`src/rtl/mem_port_arbiter.sv`:
```
// Two-port arbiter (instruction fetch + MEM stage) in front of one single-ported,
// fixed-latency memory; MEM has priority, bounded by a streak limit so fetch cannot starve.
module mem_port_arbiter #(
  parameter int n      = 16,
  parameter int AW     = 8,
  parameter int LAT    = 2,
  parameter int STREAK = 4
) (
  input  logic          clk,
  input  logic          rst,
  input  logic          if_req,
  input  logic [AW-1:0] if_addr,
  output logic          if_ack,
  output logic [n-1:0]  if_rdata,
  output logic          if_stall,
  input  logic          mem_req,
  input  logic          mem_we,
  input  logic [AW-1:0] mem_addr,
  input  logic [n-1:0]  mem_wdata,
  output logic          mem_ack,
  output logic [n-1:0]  mem_rdata,
  output logic          mem_stall,
  output logic          ram_en,
  output logic          ram_we,
  output logic [AW-1:0] ram_addr,
  output logic [n-1:0]  ram_wdata,
  input  logic [n-1:0]  ram_rdata,
  output logic          busy,
  output logic          owner
);

  localparam int CW = $clog2(LAT + 1);
  localparam int SW = $clog2(STREAK + 1);
  localparam logic [CW-1:0] CNT_LAST   = CW'(LAT);
  localparam logic [SW-1:0] STREAK_MAX = SW'(STREAK);

  typedef enum logic [1:0] {IDLE, ISSUE, WAIT, RESP} state_t;

  state_t          state_q, state_d;
  logic [CW-1:0]   cnt_q, cnt_d;
  logic [SW-1:0]   streak_q, streak_d;
  logic            owner_q, owner_d;
  logic            cmd_we_q, cmd_we_d;
  logic [AW-1:0]   cmd_addr_q, cmd_addr_d;
  logic [n-1:0]    cmd_wdata_q, cmd_wdata_d;
  logic [n-1:0]    if_rdata_q, if_rdata_d;
  logic [n-1:0]    mem_rdata_q, mem_rdata_d;
  logic            ram_en_q, ram_en_d;
  logic            ram_we_q, ram_we_d;
  logic            if_ack_q, if_ack_d;
  logic            mem_ack_q, mem_ack_d;
  logic            any_req;
  logic            grant_mem;

  assign any_req = if_req | mem_req;
  // Fetch only overrides MEM once MEM has won STREAK grants in a row while fetch waited.
  assign grant_mem = mem_req & ~(if_req & (streak_q == STREAK_MAX));

  always_ff @(posedge clk) begin
    if (rst) begin
      state_q <= IDLE;
    end else begin
      state_q <= state_d;
    end
  end

  always_comb begin
    state_d = state_q;
    case (state_q)
      IDLE:    if (any_req) state_d = ISSUE;
      ISSUE:   state_d = WAIT;
      WAIT:    if (cnt_q == CNT_LAST) state_d = RESP;
      RESP:    state_d = IDLE;
      default: state_d = IDLE;
    endcase
  end

  always_comb begin
    cnt_d       = cnt_q;
    streak_d    = streak_q;
    owner_d     = owner_q;
    cmd_we_d    = cmd_we_q;
    cmd_addr_d  = cmd_addr_q;
    cmd_wdata_d = cmd_wdata_q;
    if_rdata_d  = if_rdata_q;
    mem_rdata_d = mem_rdata_q;
    case (state_q)
      IDLE: begin
        if (any_req) begin
          owner_d     = grant_mem;
          cmd_we_d    = grant_mem & mem_we;
          cmd_addr_d  = grant_mem ? mem_addr : if_addr;
          cmd_wdata_d = grant_mem ? mem_wdata : '0;
          if (grant_mem && if_req) begin
            streak_d = (streak_q == STREAK_MAX) ? streak_q : streak_q + 1'b1;
          end else begin
            streak_d = '0;
          end
        end
      end
      ISSUE: cnt_d = CW'(1);
      WAIT: begin
        if (cnt_q == CNT_LAST) begin
          // Writes leave both read-data registers untouched.
          if (!cmd_we_q) begin
            if (owner_q) mem_rdata_d = ram_rdata;
            else         if_rdata_d  = ram_rdata;
          end
        end else begin
          cnt_d = cnt_q + 1'b1;
        end
      end
      default: ;
    endcase
  end

  // Strobes are registered from the next state so they are glitch-free flop outputs.
  always_comb begin
    ram_en_d  = (state_d == ISSUE);
    ram_we_d  = ram_en_d & cmd_we_d;
    if_ack_d  = (state_d == RESP) & ~owner_d;
    mem_ack_d = (state_d == RESP) & owner_d;
  end

  always_ff @(posedge clk) begin
    if (rst) begin
      cnt_q       <= '0;
      streak_q    <= '0;
      owner_q     <= 1'b0;
      cmd_we_q    <= 1'b0;
      cmd_addr_q  <= '0;
      cmd_wdata_q <= '0;
      if_rdata_q  <= '0;
      mem_rdata_q <= '0;
      ram_en_q    <= 1'b0;
      ram_we_q    <= 1'b0;
      if_ack_q    <= 1'b0;
      mem_ack_q   <= 1'b0;
    end else begin
      cnt_q       <= cnt_d;
      streak_q    <= streak_d;
      owner_q     <= owner_d;
      cmd_we_q    <= cmd_we_d;
      cmd_addr_q  <= cmd_addr_d;
      cmd_wdata_q <= cmd_wdata_d;
      if_rdata_q  <= if_rdata_d;
      mem_rdata_q <= mem_rdata_d;
      ram_en_q    <= ram_en_d;
      ram_we_q    <= ram_we_d;
      if_ack_q    <= if_ack_d;
      mem_ack_q   <= mem_ack_d;
    end
  end

  assign ram_en    = ram_en_q;
  assign ram_we    = ram_we_q;
  assign ram_addr  = cmd_addr_q;
  assign ram_wdata = cmd_wdata_q;
  assign if_ack    = if_ack_q;
  assign mem_ack   = mem_ack_q;
  assign if_rdata  = if_rdata_q;
  assign mem_rdata = mem_rdata_q;
  assign owner     = owner_q;
  assign busy      = (state_q != IDLE);
  assign if_stall  = if_req & ~if_ack_q;
  assign mem_stall = mem_req & ~mem_ack_q;

endmodule

```
`config.mk`:
```
export PLATFORM = sky130hd
export DESIGN_NAME = mem_port_arbiter
export DESIGN_NICKNAME = d
export VERILOG_FILES = /design/src/rtl/mem_port_arbiter.sv
export SDC_FILE = /design/constraint.sdc
export NUM_CORES = 1
export LEC_CHECK = 0
export ABC_AREA = 1
export ABC_CLOCK_PERIOD_IN_PS = 1700
export CORE_ASPECT_RATIO = 1.4
export CORE_MARGIN = 1.5
export CORE_UTILIZATION = 42
export CTS_CLUSTER_SIZE = 8
export DETAILED_ROUTE_END_ITERATION = 7
export PLACE_DENSITY_LB_ADDON = 0.3
export SLEW_MARGIN = 30
export SYNTH_ARGS = -nofsm -noshare
export SYNTH_HDL_FRONTEND = slang
export SYNTH_SLANG_ARGS = --single-unit
```
`constraint.sdc`:
```
create_clock -name clk -period 1.7 [get_ports clk]
set_input_delay 0.34 -clock clk [delete_from_list [all_inputs] [get_ports clk]]
set_output_delay 0.34 -clock clk [all_outputs]
set_load 0.03 [all_outputs]
```
==> metrics.log, run 1 <==
INFO  metric worstHoldEndpoint = cnt_q[1]$_SDFFE_PP0P_
INFO  metric post_synth_mux_area_share = 0%
INFO  metric post-route-util = 67.8%
INFO  metric fraction_of_synthesized_cell_area_in_xor_and_xnor_cells = 0%
INFO  metric vias = 2715
INFO  metric finalWirelength = 6.72 mm
INFO  metric finalHoldViolCount = 0
INFO  metric die_y = 98.4 um
INFO  metric initial_core_util = 43.6%
INFO  metric grt_max_degree = 52
INFO  metric min_period_over_period = 97.5%
INFO  metric crit_slowest_cell = sky130_fd_sc_hd__clkdlybuf4s50_1
INFO  metric post-route-worst-setup-slack = 42.3 ps
INFO  metric crit_type = flip-flop to output port
INFO  metric crit_path_cell_trace = clkdlybuf4s50_1
INFO  metric yosys_warn_count = 0
INFO  metric slew_headroom = 77.6%
INFO  metric syn_avg_cell_area = 7.43 um2
INFO  metric floorplan.core_area = 6250 um2
INFO  metric tritoncts = done
INFO  metric wire_length_per_cell = 11.9 um
INFO  metric synthSimpleGateAreaFrac = 25.6%
INFO  metric grt_util_all_layers = 19.4%
INFO  metric wire_length_of_the_first_global_routing_pass = 11.0 mm
INFO  metric cpLargestDelayFamily = buffers and inverters
INFO  metric max_clock_freq = 603 MHz
INFO  metric fp.dieArea = 6990 um2
INFO  metric power_per_cell_area = 1050 nW/um2
INFO  metric antennaDiodeCount = 0
INFO  metric average_via_count_per_standard_cell = 4.81
INFO  metric io_pins = 117
INFO  metric tightestPinTransition = 336 ps
INFO  metric synthesis.area = 2730 um2
INFO  metric timing_startpoint_of_the_critical_path = mem_rdata[7]$_SDFFE_PP0P_
INFO  metric std_cell_rows = 34
INFO  metric worstPathRequired = 1360 ps
INFO  metric grt_setup_unrepaired = no
INFO  metric post-layout-total-power = 4.47 mW
INFO  metric r2r_end = ram_addr[1]$_SDFFE_PP0P_
INFO  metric dp_slack = -10.1 ps
INFO  metric cp_data_arrival_time = 1320 ps
INFO  metric rr_startpoint = state_q[0]$_SDFF_PP0_
INFO  metric place_hpwl = 4.81 mm
INFO  metric netlist-cell-type-count = 19
INFO  metric timing.critical_path.from_type = flip-flop
INFO  metric synth_compound_area_share = 13.0%
INFO  metric largest_buffer_count_on_any_clock_path = 2
INFO  metric tritoncts_num_sinks = 69
INFO  metric setup_viol = 0
INFO  metric irDropWorstVdd = 0.806 mV
INFO  metric setup.reg_to_reg.worst_slack = 260 ps
INFO  metric status = finished clean
INFO  metric period_needed = 1660 ps
INFO  metric postLayoutCellArea = 4240 um2
INFO  metric cts_root_buffer = sky130_fd_sc_hd__clkbuf_8
INFO  metric first_iter_violations = 77
INFO  metric finalSetupTns = 0 ps
INFO  metric routabilityCongestion = 0.751
INFO  metric drv.max_cap_violation_count = 0
INFO  metric critical_path_peak_fanout = 2
INFO  metric synth_sequential_area_ratio = 50.6%
INFO  metric clkSlewWorstSetupHoldPaths = 70 ps
INFO  metric end_kind = output port
INFO  metric finalNetCount = 547
INFO  metric post_dp_cell_area = 3980 um2
INFO  metric first_global_vias = 2675
INFO  metric remaining_global_route_overflow = 0
INFO  metric whs_path_depth = 2
INFO  metric synthesis.instances = 367
INFO  metric count_of_buffers_inserted_at_the_top_level_ports = 116
INFO  metric post_route_cells_drive_above_1_share = 7.51%
INFO  metric ant_nets = 0
INFO  metric synth_seq_cells = 69
INFO  metric timing.critical_path.buf_inv = 1
INFO  metric initial_antenna_violation_count = 0
INFO  metric clk_latency_worst_skew_pair = 330 ps
INFO  metric floorplan.die.width = 71.1 um
INFO  metric flow.area_growth_from_synthesis = 55.5%
INFO  metric cts-buffers-inserted = 9
INFO  metric ctsHtreeMaxLevel = 3
INFO  metric power.static_leakage = 2.42 nW
INFO  metric worst_r2r_path_depth = 9
INFO  metric synthAdderAreaFrac = 2.75%
INFO  metric hold_path.startpoint = cnt_q[1]$_SDFFE_PP0P_
INFO  metric finalMaxSlewViolations = 0
INFO  metric critPathMaxStageDelay = 670 ps
INFO  metric min-delay-path-class = flip-flop to flip-flop
INFO  metric synth.net_count = 426
INFO  metric drt_pre_antenna_iters = 6
INFO  metric detail_route.drc_violations = 0
INFO  metric synth_top_family_by_area = simple AND/OR/NAND/NOR gates
INFO  metric post-cts-setup-buffer-count = 0
INFO  metric finClkSkew = 6.92 ps
## repair_timing
action / CTS / global route
hold buffers: 0 / 0
resized for setup: 27 / 34
endpoints found under the setup margin: 27 / 34
pin swaps: 0 / 0
## cell type report
class | instances | area, um2
timing repair buffer | 128 | 1320
fill | 561 | 2010
clock inverter | 3 | 42.5
tap | 72 | 90.1
clock buffer | 13 | 169
sequential | 69 | 1380
multi-input combinational | 251 | 1130
inverter | 29 | 109
## logic make-up (layout without fill, tap and decap cells)
logic type	count (synthesis)	in the layout
AND/OR/NAND/NOR	174	174
AO/OA/AOI/OAI	71	71
flip-flops	69	69
buffers and inverters	47	173
adder cells (fa/ha/maj)	6	6
## worst max path at each step
stage	end	slack (ps)	cells past startpoint
2_1_floorplan	ram_addr[0]$_SDFFE_PP0P_	230	8
3_3_place_gp	ram_addr[4]$_SDFFE_PP0P_	20	7
3_5_place_dp	ram_addr[1]$_SDFFE_PP0P_	-10	8
4_1_cts	mem_rdata[6]	0.8	1
5_1_grt	mem_rdata[7]	1	1
6_report	mem_rdata[7]	40	1
## power by group
group	switching, mW	total [mW]	leakage (nW)	internal, mW
Clock	0.578	1.37	0.106	0.796
Sequential	0.0772	1.86	0.563	1.78
Combinational	0.736	1.24	1.75	0.506
## cell usage in the layout (no fill, tap or decap)
| cell type | count |
|---|---|
| sky130_fd_sc_hd__nor2_4 | 1 |
| sky130_fd_sc_hd__nand3_1 | 23 |
| sky130_fd_sc_hd__a21oi_1 | 19 |
| sky130_fd_sc_hd__nand3b_1 | 1 |
| sky130_fd_sc_hd__nand4_1 | 1 |
| sky130_fd_sc_hd__inv_1 | 25 |
| sky130_fd_sc_hd__clkbuf_8 | 12 |
| sky130_fd_sc_hd__bufinv_16 | 1 |
| sky130_fd_sc_hd__buf_12 | 2 |
| sky130_fd_sc_hd__nand2_1 | 53 |
| sky130_fd_sc_hd__ha_1 | 5 |
| sky130_fd_sc_hd__nor2_1 | 94 |
| sky130_fd_sc_hd__nand2_2 | 1 |
| sky130_fd_sc_hd__dfxtp_1 | 69 |
| sky130_fd_sc_hd__dlymetal6s2s_1 | 33 |
| sky130_fd_sc_hd__o21ai_1 | 1 |
| sky130_fd_sc_hd__clkbuf_1 | 1 |
| sky130_fd_sc_hd__clkinvlp_4 | 1 |
| sky130_fd_sc_hd__ha_2 | 1 |
| sky130_fd_sc_hd__dlygate4sd2_1 | 26 |
| sky130_fd_sc_hd__clkdlybuf4s50_1 | 54 |
| sky130_fd_sc_hd__clkinv_2 | 1 |
| sky130_fd_sc_hd__o21ai_0 | 51 |
| sky130_fd_sc_hd__buf_4 | 13 |
| sky130_fd_sc_hd__inv_2 | 4 |
## metrics by stage
stage | instances | hold WS, ps
finish | 565 | 474
floorplan | 367 | 423
detailed placement | 549 | 465
global placement | 549 | 461
global route | 565 | 501
CTS | 565 | 476
## state kept, by name, summed over array words and instances (netlist names)
signal,flops
ram_en,1
if_ack,1
mem_rdata,16
cmd_we_q,1
ram_we,1
cnt_q,2
state_q,2
mem_ack,1
owner,1
ram_wdata,16
ram_addr,8
streak_q,3
if_rdata,16
## Yosys cell counts
master | count | area share, %
sky130_fd_sc_hd__inv_2 | 3 | 0.41
sky130_fd_sc_hd__nand2_1 | 53 | 7.3
sky130_fd_sc_hd__o21ai_0 | 51 | 9.4
sky130_fd_sc_hd__dfxtp_1 | 69 | 51
sky130_fd_sc_hd__buf_4 | 4 | 1.1
sky130_fd_sc_hd__nor2_1 | 94 | 13
sky130_fd_sc_hd__buf_1 | 1 | 0.14
sky130_fd_sc_hd__inv_1 | 26 | 3.6
sky130_fd_sc_hd__nand2_2 | 1 | 0.23
sky130_fd_sc_hd__clkbuf_1 | 7 | 0.96
sky130_fd_sc_hd__buf_6 | 3 | 1.2
sky130_fd_sc_hd__ha_1 | 6 | 2.8
sky130_fd_sc_hd__buf_2 | 3 | 0.55
sky130_fd_sc_hd__a21oi_1 | 19 | 3.5
sky130_fd_sc_hd__nand3_1 | 23 | 4.2
sky130_fd_sc_hd__nand4_1 | 1 | 0.23
sky130_fd_sc_hd__nor2_4 | 1 | 0.41
sky130_fd_sc_hd__nand3b_1 | 1 | 0.28
sky130_fd_sc_hd__o21ai_1 | 1 | 0.18
## layer usage
layer	vias to the layer above	routed length [um]	global-route usage, %
met4	0	74	6.39
met2	98	3370	35.9
met3	6	535	6.50
met5	-	0	0
li1	1406	-	-
met1	1205	2740	20.0
No activity file was read; power rests on OpenSTA's default activity.
==> run 2, diff against run 1 <==
ABC_AREA = unset   (was 1)
ABC_CLOCK_PERIOD_IN_PS = 1750   (was 1700)
CAP_MARGIN = 10   (was unset)
clock period = 1.75 ns   (was 1.7 ns; I/O delays follow)
==> run 2 against run 1 <==
  * Via count shrank 2.9%
  * Critical path depth is the same
  * Final area shrank 1.2%
  * Critical path type unchanged
==> metrics.log, run 2 <==
INFO  metric status = finished clean
INFO  metric remaining_global_route_overflow = 0 (unchanged)
INFO  metric finalWirelength = 7.10 mm (+5.7%)
INFO  metric yosys_most_used_dff = sky130_fd_sc_hd__dfxtp_1
INFO  metric power_per_cell_area = 1230 nW/um2 (+17%)
INFO  metric hold_path.startpoint = rst
INFO  metric whs_path_depth = 2 (unchanged)
INFO  metric setup.reg_to_reg.worst_slack = 250 ps (about the same)
INFO  metric clk_latency_worst_skew_pair = 340 ps (about the same)
INFO  metric worstHoldEndpoint = owner$_SDFF_PP0_
INFO  metric initial_core_util = 43.6% (about the same)
INFO  metric tritoncts_num_sinks = 69 (unchanged)
INFO  metric asyncSetResetFlopFracSynth = 0% (unchanged)
INFO  metric crit_slowest_cell = sky130_fd_sc_hd__clkdlybuf4s50_1
INFO  metric end_kind = output port
INFO  metric tightestPinTransition = 413 ps (+77.0 ps)
INFO  metric post-route-util = 67.0% (-0.84 points)
INFO  metric vias = 2637 (-2.9%)
INFO  metric detail_route.drc_violations = 0 (unchanged)
INFO  metric drt_pre_antenna_iters = 4 (-2)
INFO  metric tritoncts = done
INFO  metric netlist-cell-type-count = 37 (+18)
INFO  metric min_period_over_period = 97.9%
INFO  metric count_of_buffers_inserted_at_the_top_level_ports = 116 (unchanged)
INFO  metric irDropWorstVdd = 0.837 mV (+3.8%)
INFO  metric initial_antenna_violation_count = 0 (unchanged)
INFO  metric cts_root_buffer = sky130_fd_sc_hd__clkbuf_8
INFO  metric floorplan.core_area = 6250 um2 (unchanged)
INFO  metric synth_seq_cells = 69 (unchanged)
INFO  metric average_via_count_per_standard_cell = 5.24 (+9.1%)
INFO  metric cp_data_arrival_time = 1360 ps (+40 ps)
INFO  metric final.fill_count = 516 (-8.0%)
INFO  metric post_route_cells_drive_above_1_share = 9.74% (+2.2 points)
INFO  metric drv.max_cap_violation_count = 0 (unchanged)
INFO  metric most_frequent_cells_in_the_layout = 98 x sky130_fd_sc_hd__clkdlybuf4s50_1, 69 x sky130_fd_sc_hd__nand2_1, 69 x sky130_fd_sc_hd__dfxtp_1
INFO  metric flow.area_growth_from_synthesis = 53.7%
INFO  metric grt_setup_unrepaired = no
INFO  metric post_synth_most_frequent_cells = 69 x sky130_fd_sc_hd__dfxtp_1, 69 x sky130_fd_sc_hd__nand2_1, 36 x sky130_fd_sc_hd__a21oi_1, 29 x sky130_fd_sc_hd__nor2_1, 17 x sky130_fd_sc_hd__a32oi_1
INFO  metric synthesis.instances = 311 (-15%)
INFO  metric floorplan.die.width = 71.1 um (about the same)
INFO  metric critical_path_peak_fanout = 2 (unchanged)
INFO  metric cpLargestDelayFamily = buffers and inverters
INFO  metric yosys_warn_count = 0 (unchanged)
INFO  metric finalSetupTns = 0 ps (unchanged)
INFO  metric finalHoldViolCount = 0 (unchanged)
INFO  metric synth_sequential_area_ratio = 50.7% (about the same)
INFO  metric ant_nets = 0 (unchanged)
INFO  metric max_clock_freq = 584 MHz
INFO  metric grt_util_all_layers = 20.5% (+1.1 points)
INFO  metric setup_viol = 0 (unchanged)
INFO  metric routabilityCongestion = 0.783 (+4.3%)
INFO  metric timing.critical_path.buf_inv = 1 (unchanged)
INFO  metric slew_headroom = 72.5% (-5.1 points)
INFO  metric worst_r2r_path_depth = 6 (-3)
INFO  metric fp.dieArea = 6990 um2 (about the same)
INFO  metric grt_max_degree = 50 (-3.8%)
INFO  metric place_hpwl = 5.00 mm (+4.0%)
INFO  metric die_y = 98.3 um (about the same)
INFO  metric critPathMaxStageDelay = 690 ps (+20 ps)
INFO  metric wire_length_per_cell = 14.1 um (+19%)
INFO  metric worstPathRequired = 1400 ps (+40 ps)
INFO  metric synth_top_area_share = 50.7% (about the same)
INFO  metric timing.critical_path.from_type = flip-flop
INFO  metric synthesis.area = 2730 um2 (about the same)
INFO  metric crit_path_cell_trace = clkdlybuf4s50_1
INFO  metric post-layout-total-power = 5.17 mW (+16%)
INFO  metric wire_length_of_the_first_global_routing_pass = 11.6 mm (+4.6%)
INFO  metric io_pins = 117 (unchanged)
INFO  metric std_cell_rows = 34 (unchanged)
INFO  metric syn_avg_cell_area = 8.76 um2 (+18%)
INFO  metric first_global_vias = 2573 (-3.8%)
INFO  metric antennaDiodeCount = 0 (unchanged)
INFO  metric min-delay-path-class = primary input to flip-flop
INFO  metric period_needed = 1710 ps
INFO  metric ctsHtreeMaxLevel = 3 (unchanged)
INFO  metric finalMaxSlewViolations = 0 (unchanged)
INFO  metric rr_startpoint = streak_q[0]$_SDFFE_PP0P_
INFO  metric timing_startpoint_of_the_critical_path = ram_addr[2]$_SDFFE_PP0P_
INFO  metric synth-edff-count = 0 (unchanged)
INFO  metric clkSlewWorstSetupHoldPaths = 70 ps (about the same)
INFO  metric mostFrequentLayoutCell = sky130_fd_sc_hd__clkdlybuf4s50_1
INFO  metric cts-buffers-inserted = 9 (unchanged)
INFO  metric first_iter_violations = 99 (+29%)
INFO  metric power.static_leakage = 1.67 nW (-31%)
INFO  metric cts_hold_buffers = 0 (unchanged)
INFO  metric finClkSkew = 8.24 ps (+1.32 ps)
INFO  metric r2r_end = ram_addr[0]$_SDFFE_PP0P_
INFO  metric crit_type = flip-flop to output port
INFO  metric synth.net_count = 370 (-13%)
INFO  metric synth.area.top_cells = sky130_fd_sc_hd__dfxtp_1 51%, sky130_fd_sc_hd__nand2_1 9.5%, sky130_fd_sc_hd__a21oi_1 6.6%, sky130_fd_sc_hd__a32oi_1 5.5%, sky130_fd_sc_hd__nor2_1 4.0%
INFO  metric finalNetCount = 485 (-11%)
INFO  metric largest_buffer_count_on_any_clock_path = 2 (unchanged)
INFO  metric synth_largest_area_cell = sky130_fd_sc_hd__dfxtp_1
[run 2: routing by layer]
layer  track usage [%]  up-vias  share of wire [%]
met5                 0        -                  0
met4              8.85        0                1.3
met3              5.06        6                5.6
met2              35.9       95                 51
met1              23.2     1229                 42
li1                  -     1307                  -
[run 2: kinds of logic (layout without fill, tap and decap cells)]
logic type / after synthesis / after routing / share of synthesized area [%]
compound gates: 78 / 78 / 19.5
fa+ha+maj: 6 / 6 / 2.75
buf+inv: 32 / 152 / 6.06
flops: 69 / 69 / 50.7
simple gates: 126 / 126 / 21.0
[run 2: worst max path at each step]
stage | cells past startpoint | endpoint
2_1_floorplan | 6 | mem_ack$_SDFF_PP0_
3_3_place_gp | 4 | ram_addr[3]$_SDFFE_PP0P_
3_5_place_dp | 4 | ram_addr[0]$_SDFFE_PP0P_
4_1_cts | 1 | ram_addr[6]
5_1_grt | 1 | ram_wdata[5]
6_report | 1 | ram_addr[2]
[run 2: power breakdown]
part           leakage [nW]  total (mW)  internal (mW)  switching (mW)
Combinational          1.01        1.87          0.812            1.06
Clock                 0.105        1.39          0.794           0.592
Sequential            0.561        1.91           1.79           0.123
Total                  1.67        5.17           3.39            1.78
[run 2: timing repair]
item,in CTS,in global routing
resized for setup,6,14
setup buffers,0,0
hold endpoints to repair,0,0
setup endpoints to repair,15,44
[run 2: stage by stage]
| step | worst slack (ps) | hold slack, ps | area [um2] | cells |
|---|---|---|---|---|
| finish | 36.6 | 430 | 4190 | 503 |
| global route | 0.476 | 426 | 4190 | 503 |
| CTS | 0.804 | 415 | 4160 | 503 |
| detailed placement | -93.5 | 446 | 3930 | 487 |
| global placement | -51.0 | 442 | 3930 | 487 |
| floorplan | 263 | 423 | 2730 | 311 |
[run 2: cell type report]
| type | count | area, um2 | area share, % |
|---|---|---|---|
| clock buffer | 9 | 124 | 2.96 |
| clock inverter | 7 | 90.1 | 2.15 |
| inverter | 8 | 30.0 | 0.717 |
| multi-input combinational | 210 | 1200 | 28.6 |
| sequential | 69 | 1380 | 33.0 |
| tap | 72 | 90.1 | 2.15 |
| timing repair buffer | 128 | 1270 | 30.4 |
==> run 3, diff against run 2 <==
PLACE_DENSITY_LB_ADDON = 0.15   (was 0.3)
==> run 3 against run 2 <==
  * Worst setup slack improved by 1.0 ps
  * Combinational power barely moved
  * Via count increased by 0.83%
==> metrics.log, run 3 (same netlist as run 2, synthesis figures left out) <==
INFO  metric io_pins = 117 (unchanged)
INFO  metric power_per_cell_area = 1220 nW/um2 (-1.1%)
INFO  metric clkSlewWorstSetupHoldPaths = 80 ps (about the same)
INFO  metric tightestPinTransition = 364 ps (-48.9 ps)
INFO  metric seq_power_share = 37.3% (+0.4 points)
INFO  metric setup_viol = 0 (unchanged)
INFO  metric min_period_over_period = 97.9% (about the same)
INFO  metric cp_data_arrival_time = 1360 ps (about the same)
INFO  metric combPwrFrac = 36.7% (+0.5 points)
INFO  metric dp_slack = -48.4 ps (+45.1 ps)
INFO  metric most_frequent_cells_in_the_layout = 101 x sky130_fd_sc_hd__clkdlybuf4s50_1, 69 x sky130_fd_sc_hd__nand2_1, 69 x sky130_fd_sc_hd__dfxtp_1
INFO  metric finClkSkew = 10.8 ps (+2.58 ps)
INFO  metric post-cts-setup-buffer-count = 0 (unchanged)
INFO  metric mostFrequentLayoutCell = sky130_fd_sc_hd__clkdlybuf4s50_1
INFO  metric floorplan.die.width = 71.1 um (unchanged)
INFO  metric finalHoldViolCount = 0 (unchanged)
INFO  metric post-route-util = 66.9% (about the same)
INFO  metric sw_frac_of_total = 34.4% (+0.043 points)
INFO  metric wire_length_per_cell = 13.6 um (-3.8%)
INFO  metric first_global_vias = 2646 (+2.8%)
INFO  metric worstPathRequired = 1400 ps (about the same)
INFO  metric count_of_buffers_inserted_at_the_top_level_ports = 116 (unchanged)
INFO  metric post_dp_cell_area = 3950 um2 (+0.57%)
INFO  metric slew_headroom = 75.7% (+3.3 points)
INFO  metric antennaDiodeCount = 0 (unchanged)
INFO  metric initial_antenna_violation_count = 0 (unchanged)
INFO  metric cts_hold_buffers = 0 (unchanged)
INFO  metric end_kind = output port
INFO  metric ctsHtreeMaxLevel = 3 (unchanged)
INFO  metric post-route-worst-setup-slack = 37.6 ps (+0.998 ps)
INFO  metric postLayoutCellArea = 4190 um2 (about the same)
INFO  metric ant_nets = 0 (unchanged)
INFO  metric crit_slowest_cell = sky130_fd_sc_hd__clkdlybuf4s50_1
INFO  metric crit_type = flip-flop to output port
INFO  metric tritoncts = done
INFO  metric timing.critical_path.from_type = flip-flop
INFO  metric grt_util_met2 = 36.2% (+0.29 points)
INFO  metric clk_latency_worst_skew_pair = 330 ps (about the same)
INFO  metric finalWirelength = 6.87 mm (-3.3%)
INFO  metric post_route_cells_drive_above_1_share = 9.91% (+0.16 points)
INFO  metric wire_length_of_the_first_global_routing_pass = 11.5 mm (-0.12%)
INFO  metric first_iter_violations = 101 (+2.0%)
INFO  metric netSwitchingPower = 1.76 mW (-1.0%)
INFO  metric drv.max_cap_violation_count = 0 (unchanged)
INFO  metric power_report.internal_total = 3.35 mW (-1.2%)
INFO  metric crit_path_cell_trace = clkdlybuf4s50_1
INFO  metric cts-buffers-inserted = 9 (unchanged)
INFO  metric timing.critical_path.buf_inv = 1 (unchanged)
INFO  metric grt_setup_unrepaired = no
INFO  metric floorplan.core_area = 6250 um2 (unchanged)
INFO  metric period_needed = 1710 ps (-0.998 ps)
INFO  metric remaining_global_route_overflow = 0 (unchanged)
INFO  metric min-delay-path-class = primary input to flip-flop
INFO  metric critical_path_peak_fanout = 2 (unchanged)
INFO  metric timing.hold.ws = 354 ps (-76.2 ps)
INFO  metric place_hpwl = 5.02 mm (+0.40%)
INFO  metric vias = 2659 (+0.83%)
INFO  metric flow.area_growth_from_synthesis = 53.6% (about the same)
INFO  metric largest_buffer_count_on_any_clock_path = 2 (unchanged)
INFO  metric routabilityCongestion = 0.789 (+0.79%)
INFO  metric grt_util_all_layers = 20.3% (-0.18 points)
INFO  metric gr-max-usage-layer = met2
INFO  metric max_clock_freq = 584 MHz (about the same)
INFO  metric finalMaxSlewViolations = 0 (unchanged)
INFO  metric std_cell_rows = 34 (unchanged)
INFO  metric critPathMaxStageDelay = 700 ps (about the same)
INFO  metric die_y = 98.3 um (unchanged)
INFO  metric grtUsageMet1 = 22.4% (-0.80 points)
INFO  metric cpLargestDelayFamily = buffers and inverters
INFO  metric global_route.usage.met3 = 5.37% (+0.31 points)
INFO  metric clockPowerShare = 25.9% (-0.9 points)
INFO  metric status = finished clean
INFO  metric detail_route.drc_violations = 0 (unchanged)
INFO  metric grt_max_degree = 37 (-26%)
INFO  metric drt_pre_antenna_iters = 4 (unchanged)
INFO  metric average_via_count_per_standard_cell = 5.25 (+0.24%)
INFO  metric initial_core_util = 43.6% (unchanged)
INFO  metric cts.repair.resized = 4 (-2)
INFO  metric tritoncts_num_sinks = 69 (unchanged)
INFO  metric fp.dieArea = 6990 um2 (unchanged)
INFO  metric power.static_leakage = 1.64 nW (-2.3%)
INFO  metric cts_root_buffer = sky130_fd_sc_hd__clkbuf_8
INFO  metric finalNetCount = 488 (+0.62%)
INFO  metric irDropWorstVdd = 0.974 mV (+16%)
-- run 3: changes by cell type in the layout (fill, tap and decap cells not counted), moves of 2 or more --
cell,before,now
sky130_fd_sc_hd__clkbuf_8,9,11
sky130_fd_sc_hd__clkdlybuf4s50_1,98,101
sky130_fd_sc_hd__clkinv_2,3,1
sky130_fd_sc_hd__buf_4,14,16
sky130_fd_sc_hd__dlymetal6s2s_1,11,8
-- run 3: layer usage --
layer	wire, um	vias to the layer above
met5	0	-
met4	172	0
met3	348	13
met2	3640	90
met1	2710	1238
li1	-	1318
-- run 3: final timing paths --
check,cells after the start,start,to,slack [ps]
min reg2reg,2,if_rdata[10]$_SDFFE_PP0P_,if_rdata[10]$_SDFFE_PP0P_,450
max,1,if_rdata[0]$_SDFFE_PP0P_,if_rdata[0],40
min,2,rst,owner$_SDFF_PP0_,350
max reg2reg,5,state_q[0]$_SDFF_PP0_,if_rdata[7]$_SDFFE_PP0P_,180
-- run 3: power by group through the flow --
stage | clock, mW | sequential (mW) | combinational [mW]
final | 1.33 | 1.91 | 1.87
after global placement | 0 | 1.94 | 1.87
after floorplan | 0 | 2.25 | 0.845
after global routing | 1.43 | 1.93 | 2.04
after CTS | 1.35 | 1.91 | 1.90
after detailed placement | 0 | 1.95 | 1.89
-- run 3: cell type report --
class / instances / area [um2]
Tap cell: 72 / 90.1
Sequential cell: 69 / 1380
Inverter: 8 / 30.0
Clock buffer: 11 / 151
Multi-Input combinational cell: 210 / 1180
Timing Repair Buffer: 131 / 1290
Clock inverter: 5 / 58.8
Fill cell: 563 / 2070
-- run 3: through the flow --
step	setup TNS, ps	cells	power [mW]
6_report	0	506	5.11
5_1_grt	0	506	5.40
4_1_cts	0	506	5.16
3_5_place_dp	-484	490	3.84
3_3_place_gp	-27.8	490	3.81
2_1_floorplan	0	311	3.10
